===== src/rtl/aes_ctrl_pkg.sv =====
// Shared types and constants for the iterative AES round sequencer.
// Decrypt support in the sequencer is enabled with AES_DECRYPT_EN.
package aes_ctrl_pkg;

  typedef enum logic [1:0] {
    IDLE  = 2'd0,
    KEY   = 2'd1,
    ROUND = 2'd2,
    OUT   = 2'd3
  } ctrl_state_e;

  localparam int RK_IDX_W = 4;

  localparam logic [RK_IDX_W-1:0] NR_128 = 4'd10;
  localparam logic [RK_IDX_W-1:0] NR_192 = 4'd12;
  localparam logic [RK_IDX_W-1:0] NR_256 = 4'd14;

  typedef struct packed {
    logic                ok;
    logic [RK_IDX_W-1:0] nr;
  } nr_dec_t;

  // Key length in words -> round count; ok=0 for unsupported lengths.
  function automatic nr_dec_t nk_to_nr(input logic [3:0] nk);
    nr_dec_t d;
    d.ok = 1'b0;
    d.nr = '0;
    case (nk)
      4'd4: begin d.ok = 1'b1; d.nr = NR_128; end
      4'd6: begin d.ok = 1'b1; d.nr = NR_192; end
      4'd8: begin d.ok = 1'b1; d.nr = NR_256; end
      default: ;
    endcase
    return d;
  endfunction

endpackage


===== src/rtl/aes_key_watchdog.sv =====
// Key-expansion timeout counter: cleared while not waiting, counts while run,
// flags expire on the TIMEOUT-th waiting cycle.
module aes_key_watchdog #(
  parameter int TIMEOUT = 64
) (
  input  logic clk,
  input  logic rst,
  input  logic clear,
  input  logic run,
  output logic expire
);

  localparam int            CW   = (TIMEOUT > 1) ? $clog2(TIMEOUT) : 1;
  localparam logic [CW-1:0] LAST = CW'(TIMEOUT - 1);

  logic [CW-1:0] cnt_q, cnt_d;

  always_comb begin
    expire = run && (cnt_q == LAST);
    cnt_d  = cnt_q;
    if (clear)             cnt_d = '0;
    else if (run && !expire) cnt_d = cnt_q + CW'(1);
  end

  always_ff @(posedge clk or negedge rst) begin
    if (!rst) cnt_q <= '0;
    else      cnt_q <= cnt_d;
  end

endmodule


===== src/rtl/aes_round_ctrl.sv =====
// Iterative AES round sequencer: accept block, run key expansion, drive rounds 0..Nr.
// Optional AES_DECRYPT_EN adds decrypt/dp_inv and descending round-key order.
module aes_round_ctrl
  import aes_ctrl_pkg::*;
#(
  parameter int MAX_NR      = 14,
  parameter int KEY_TIMEOUT = 64
) (
  input  logic                clk,
  input  logic                rst,
  input  logic                in_valid,
  output logic                in_ready,
  input  logic [127:0]        plain_text,
  input  logic [3:0]          nk,
`ifdef AES_DECRYPT_EN
  input  logic                decrypt,
  output logic                dp_inv,
`endif
  output logic                kexp_start,
  input  logic                kexp_done,
  input  logic                kexp_err,
  output logic [127:0]        dp_state,
  output logic                dp_bypass,
  output logic                dp_final,
  output logic [RK_IDX_W-1:0] rk_idx,
  input  logic [127:0]        dp_result,
  output logic                out_valid,
  input  logic                out_ready,
  output logic [127:0]        cipher_text,
  output logic                err,
  output logic                busy
);

  ctrl_state_e         fsm_q, fsm_d;
  logic [127:0]        blk_q, blk_d;
  logic [127:0]        cipher_q, cipher_d;
  logic [RK_IDX_W-1:0] round_q, round_d;
  logic [RK_IDX_W-1:0] nr_q, nr_d;
  logic                nk_bad_q, nk_bad_d;
  logic                err_q, err_d;
  logic                in_ready_q, in_ready_d;
  logic                out_valid_q, out_valid_d;
  logic                busy_q, busy_d;
  logic                kexp_start_q, kexp_start_d;
  logic                dec_q, dec_d;

  nr_dec_t nk_dec;
  logic    nk_ok;
  logic    wd_expire;
  logic    in_round;

  assign nk_dec = nk_to_nr(nk);
  assign nk_ok  = nk_dec.ok && (int'(nk_dec.nr) <= MAX_NR);

  aes_key_watchdog #(
    .TIMEOUT (KEY_TIMEOUT)
  ) u_wd (
    .clk    (clk),
    .rst    (rst),
    .clear  (fsm_q != KEY),
    .run    (fsm_q == KEY),
    .expire (wd_expire)
  );

  always_comb begin
    fsm_d        = fsm_q;
    blk_d        = blk_q;
    cipher_d     = cipher_q;
    round_d      = round_q;
    nr_d         = nr_q;
    nk_bad_d     = nk_bad_q;
    err_d        = err_q;
    dec_d        = dec_q;
    kexp_start_d = 1'b0;

    case (fsm_q)
      IDLE: begin
        if (in_valid && in_ready_q) begin
          blk_d        = plain_text;
          nr_d         = nk_dec.nr;
          nk_bad_d     = !nk_ok;
          round_d      = '0;
          kexp_start_d = nk_ok;
`ifdef AES_DECRYPT_EN
          dec_d        = decrypt;
`endif
          fsm_d        = KEY;
        end
      end
      KEY: begin
        // An illegal key length passes through KEY without starting expansion.
        if (nk_bad_q || kexp_err) begin
          err_d    = 1'b1;
          cipher_d = '0;
          fsm_d    = OUT;
        end else if (kexp_done) begin
          round_d = '0;
          fsm_d   = ROUND;
        end else if (wd_expire) begin
          err_d    = 1'b1;
          cipher_d = '0;
          fsm_d    = OUT;
        end
      end
      ROUND: begin
        blk_d = dp_result;
        if (round_q == nr_q) begin
          cipher_d = dp_result;
          err_d    = 1'b0;
          round_d  = '0;
          fsm_d    = OUT;
        end else begin
          round_d = round_q + RK_IDX_W'(1);
        end
      end
      OUT: begin
        if (out_ready) fsm_d = IDLE;
      end
      default: fsm_d = IDLE;
    endcase

    in_ready_d  = (fsm_d == IDLE);
    out_valid_d = (fsm_d == OUT);
    busy_d      = (fsm_d != IDLE);
  end

  always_ff @(posedge clk or negedge rst) begin
    if (!rst) begin
      fsm_q        <= IDLE;
      blk_q        <= '0;
      cipher_q     <= '0;
      round_q      <= '0;
      nr_q         <= '0;
      nk_bad_q     <= 1'b0;
      err_q        <= 1'b0;
      dec_q        <= 1'b0;
      kexp_start_q <= 1'b0;
      in_ready_q   <= 1'b1;
      out_valid_q  <= 1'b0;
      busy_q       <= 1'b0;
    end else begin
      fsm_q        <= fsm_d;
      blk_q        <= blk_d;
      cipher_q     <= cipher_d;
      round_q      <= round_d;
      nr_q         <= nr_d;
      nk_bad_q     <= nk_bad_d;
      err_q        <= err_d;
      dec_q        <= dec_d;
      kexp_start_q <= kexp_start_d;
      in_ready_q   <= in_ready_d;
      out_valid_q  <= out_valid_d;
      busy_q       <= busy_d;
    end
  end

  assign in_round = (fsm_q == ROUND);

  // Bypass/final track the round position, so in decrypt they land on rk_idx Nr and 0.
  assign dp_bypass = in_round && (round_q == '0);
  assign dp_final  = in_round && (round_q == nr_q);
  assign rk_idx    = !in_round ? '0 : (dec_q ? (nr_q - round_q) : round_q);

  assign dp_state    = blk_q;
  assign in_ready    = in_ready_q;
  assign out_valid   = out_valid_q;
  assign cipher_text = cipher_q;
  assign err         = err_q;
  assign busy        = busy_q;
  assign kexp_start  = kexp_start_q;
`ifdef AES_DECRYPT_EN
  assign dp_inv      = dec_q;
`endif

endmodule

===== config.mk =====
export PLATFORM = sky130hd
export DESIGN_NAME = aes_round_ctrl
export DESIGN_NICKNAME = d
export VERILOG_FILES = /design/src/rtl/aes_ctrl_pkg.sv /design/src/rtl/aes_key_watchdog.sv /design/src/rtl/aes_round_ctrl.sv
export SDC_FILE = /design/constraint.sdc
export NUM_CORES = 1
export LEC_CHECK = 0
export BUFFER_PORTS_ARGS = -buffer_cell sky130_fd_sc_hd__buf_4
export CELL_PAD_IN_SITES_DETAIL_PLACEMENT = 1
export CELL_PAD_IN_SITES_GLOBAL_PLACEMENT = 1
export CORE_AREA = 2 2 208 210
export CTS_CLUSTER_SIZE = 28
export DETAILED_ROUTE_END_ITERATION = 10
export DIE_AREA = 0 0 210 212
export MAX_ROUTING_LAYER = met4
export PLACE_DENSITY_LB_ADDON = 0.3
export SETUP_SLACK_MARGIN = 0.5
export SLEW_MARGIN = 25
export SYNTH_ARGS = -nofsm -noshare
export SYNTH_HDL_FRONTEND = slang
export SYNTH_SLANG_ARGS = --single-unit

===== constraint.sdc =====
create_clock -name clk -period 5.8 [get_ports clk]
set_input_delay 0.29 -clock clk [delete_from_list [all_inputs] [get_ports clk]]
set_output_delay 0.29 -clock clk [all_outputs]
set_load 0.1 [all_outputs]

==> run metrics <==
outcome=complete, no violations; Max FO, Critical Path=83; net count after synthesis=1764; slew at the pin with the worst max-slew slack=974 ps; number of standard cells in the final layout excluding fillers=2612; via count=13827; layout-stage area growth over the synthesis result=48.0%; data arrival time at the worst-slack endpoint=3690 ps; final global-route overflow total=0; CTS Buffer Depth=3; via count of the first global-routing pass=14538; Setup crit start kind=flop; #FFs+latches synth=277; Final #Nets=2305; TritonCTS clock tree=done; max frequency=251 MHz; Critical Path End Type=output port; area share of fa/ha/maj cells after synthesis=0.281%; fraction of post-synthesis cell area in the top cell type by area=51.7%; wire length of the first global-routing pass=85.8 mm; Wirelength per Cell=21.5 um; maximum number of pins on one net before global-route repair=153; DRC viols=0; layout filler cell count=4884; warning count from the yosys run=0; Chip Height=212 um; number of optimization iterations in the first detailed-route pass=5; die outline area=0.0445 sq mm; number of buffers added by the clock tree synthesis step=36; Clock Skew=11.7 ps; mean instance size in the synthesized netlist=8.93 sq um; Worst Hold Class=input port to flop; aggregate routed wire length=56.1 mm; simple logic cell fraction of the synthesized area=22.0%; Synth area leaders=dfrtp_1 52%, nand2_1 10%, a32oi_1 5.5%; number of nets still failing antenna checks after routing=0; number of antenna violations at the first check in global routing=2; gr usage total=25.3%; unique cell type count in the Yosys netlist=50; main flop type after synthesis=dfrtp_1; combinational family with the most area after synthesis=simple AND/OR/NAND/NOR gates; number of placed I/O pins=533; mux share of post-synthesis cell area=1.35%; worst hold stages=3; number of clock sinks=277; number of slew-limit violations in the final report=0; library cell with the largest summed area after synthesis=dfrtp_1; fraction of the yosys area taken by sequential cells=51.9%; worst path setup slack after routing=1820 ps; relative max-transition margin=35.1%; setup total negative slack=0 ps; total cell area at the placement stage=0.0176 sq mm; final worst-path cycle share=68.6%; FFs w/ async S/R, synth=100%; CP Data Required Time=5510 ps; core footprint=0.0425 sq mm; Synth Area in XOR/XNOR=0.393%; effective utilization at floorplan=31.4%; synthesized-area fraction occupied by ao, oa, aoi and oai cells=19.4%; Rows=76; buffers added on ports=532; root buffer cell=clkbuf_16; half-perimeter wire length of the detailed placement result=36.4 mm; routed via count divided by cell count=5.29; Die Span X=210 um; most frequent cells in the layout=547 x buf_4, 358 x nand2_1, 276 x dfrtp_1; gpl congestion=0.867; worst reg2reg path depth=7; post-route minimum period=3980 ps; number of instances in the synthesized netlist=1495; Netlist Area Pre-Place=0.0134 sq mm; later-pin clock latency in the skew report=540 ps; Clk pin slew, worst setup/hold paths=60 ps; violation count after the first detailed-route iteration=791; Final Hold Violating Endpoints=0; htree depth=2; total instance count after detailed placement=2450; worst slack after detailed placement=2190 ps; Worst Path Class, Setup=flop to output port; number of endpoints failing setup at the final stage=0; Max Cap Violations=0; count of cells resized by post-cts repair=0; most common cell after layout, fill and taps aside=buf_4; fraction of final layout cells sized beyond drive strength 1=31.1%; Design Area, Final=0.0198 sq mm; Post-synth EDFFs=0; unrepaired setup endpoints after global routing=false
## synthesized netlist by cell type, drive strengths merged, types with 2 or more instances
cell and n:
and2 103, nand2 361, o31a 2, inv 5, buf 40, a31oi 114
a211oi 3, clkbuf 100, o21ai 105, xnor2 2, nor2b 2, nand2b 3
dfrtp 276, a31o 16, o2bb2ai 17, a32oi 84, nor3 2, or3 2
or4 2, o211ai 28, xor2 4, nor2 121, nor4 2, ha 3
mux2i 18, a21o 2, a21oi 3, nor4b 2, nand3 62
## flip-flops by register name (all words and copies together), names as in the netlist
signal and count:
nr_q 3, err 1, dp_state 128, in_ready 1, u_wd.cnt_q 6, fsm_q 2, busy 1, kexp_start 1
out_valid 1, round_q 4, nk_bad_q 1, cipher_text 128
## metal layers
layer | share of wire [%] | up-vias | global-route usage [%]
met5 | 0 | - | -
met4 | 3.1 | 0 | 8.85
met3 | 5.8 | 94 | 5.17
met2 | 49 | 441 | 41.6
met1 | 42 | 6975 | 31.0
li1 | - | 6317 | -
## through the flow
step | utilization, % | hold WS (ps)
2_1_floorplan | - | -5.59
3_3_place_gp | 41.5 | 302
3_5_place_dp | 41.5 | 297
4_1_cts | 46.5 | 0.733
5_1_grt | 46.5 | 15.0
6_report | 46.5 | 21.1
## final timing paths
check,to,startpoint,slack (ps)
hold reg to reg,nr_q[3],nr_q[3],510
hold / removal,dp_state[96],plain_text[96],20
setup / recovery,dp_final,round_q[3],1820
max in group asynchronous,cipher_text[53],rst,4090
min in group asynchronous,dp_state[118],rst,300
setup reg to reg,cipher_text[70],round_q[3],2220
## area by class of cell
| type | count | area (sq um) | area share (%) |
|---|---|---|---|
| inverter | 5 | 21.3 | 0.108 |
| clock buffer | 53 | 1100 | 5.54 |
| tap | 546 | 683 | 3.46 |
| clock inverter | 13 | 103 | 0.519 |
| sequential | 277 | 6930 | 35.1 |
| timing repair buffer | 643 | 5080 | 25.7 |
| multi-input combinational | 1073 | 5850 | 29.6 |
| antenna | 2 | 5.00 | 0.0253 |
## worst max-delay path, stage by stage, from the launching register on
cell     delay, ps
dfrtp_1        440
xor2_1         210
nor4_4         270
buf_4          560
nand2_2        420
inv_4          760
buf_4          430
## cells by family after synthesis
family | after synthesis
adders and majority gates | 3
DFF | 277
buffers and inverters | 145
and+or+nand+nor | 668
muxes | 18
AOI/OAI and AO/OA | 378
xor gates and xnor gates | 6
## repair_timing
| item | CTS | global route |
|---|---|---|
| hold buffers | 94 | 0 |
| buffers inserted | 0 | 0 |
| hold endpoints to repair | 162 | 0 |
Power is not shown: default switching activity piles up to over one toggle a cycle in this logic, so the estimate is an artifact.
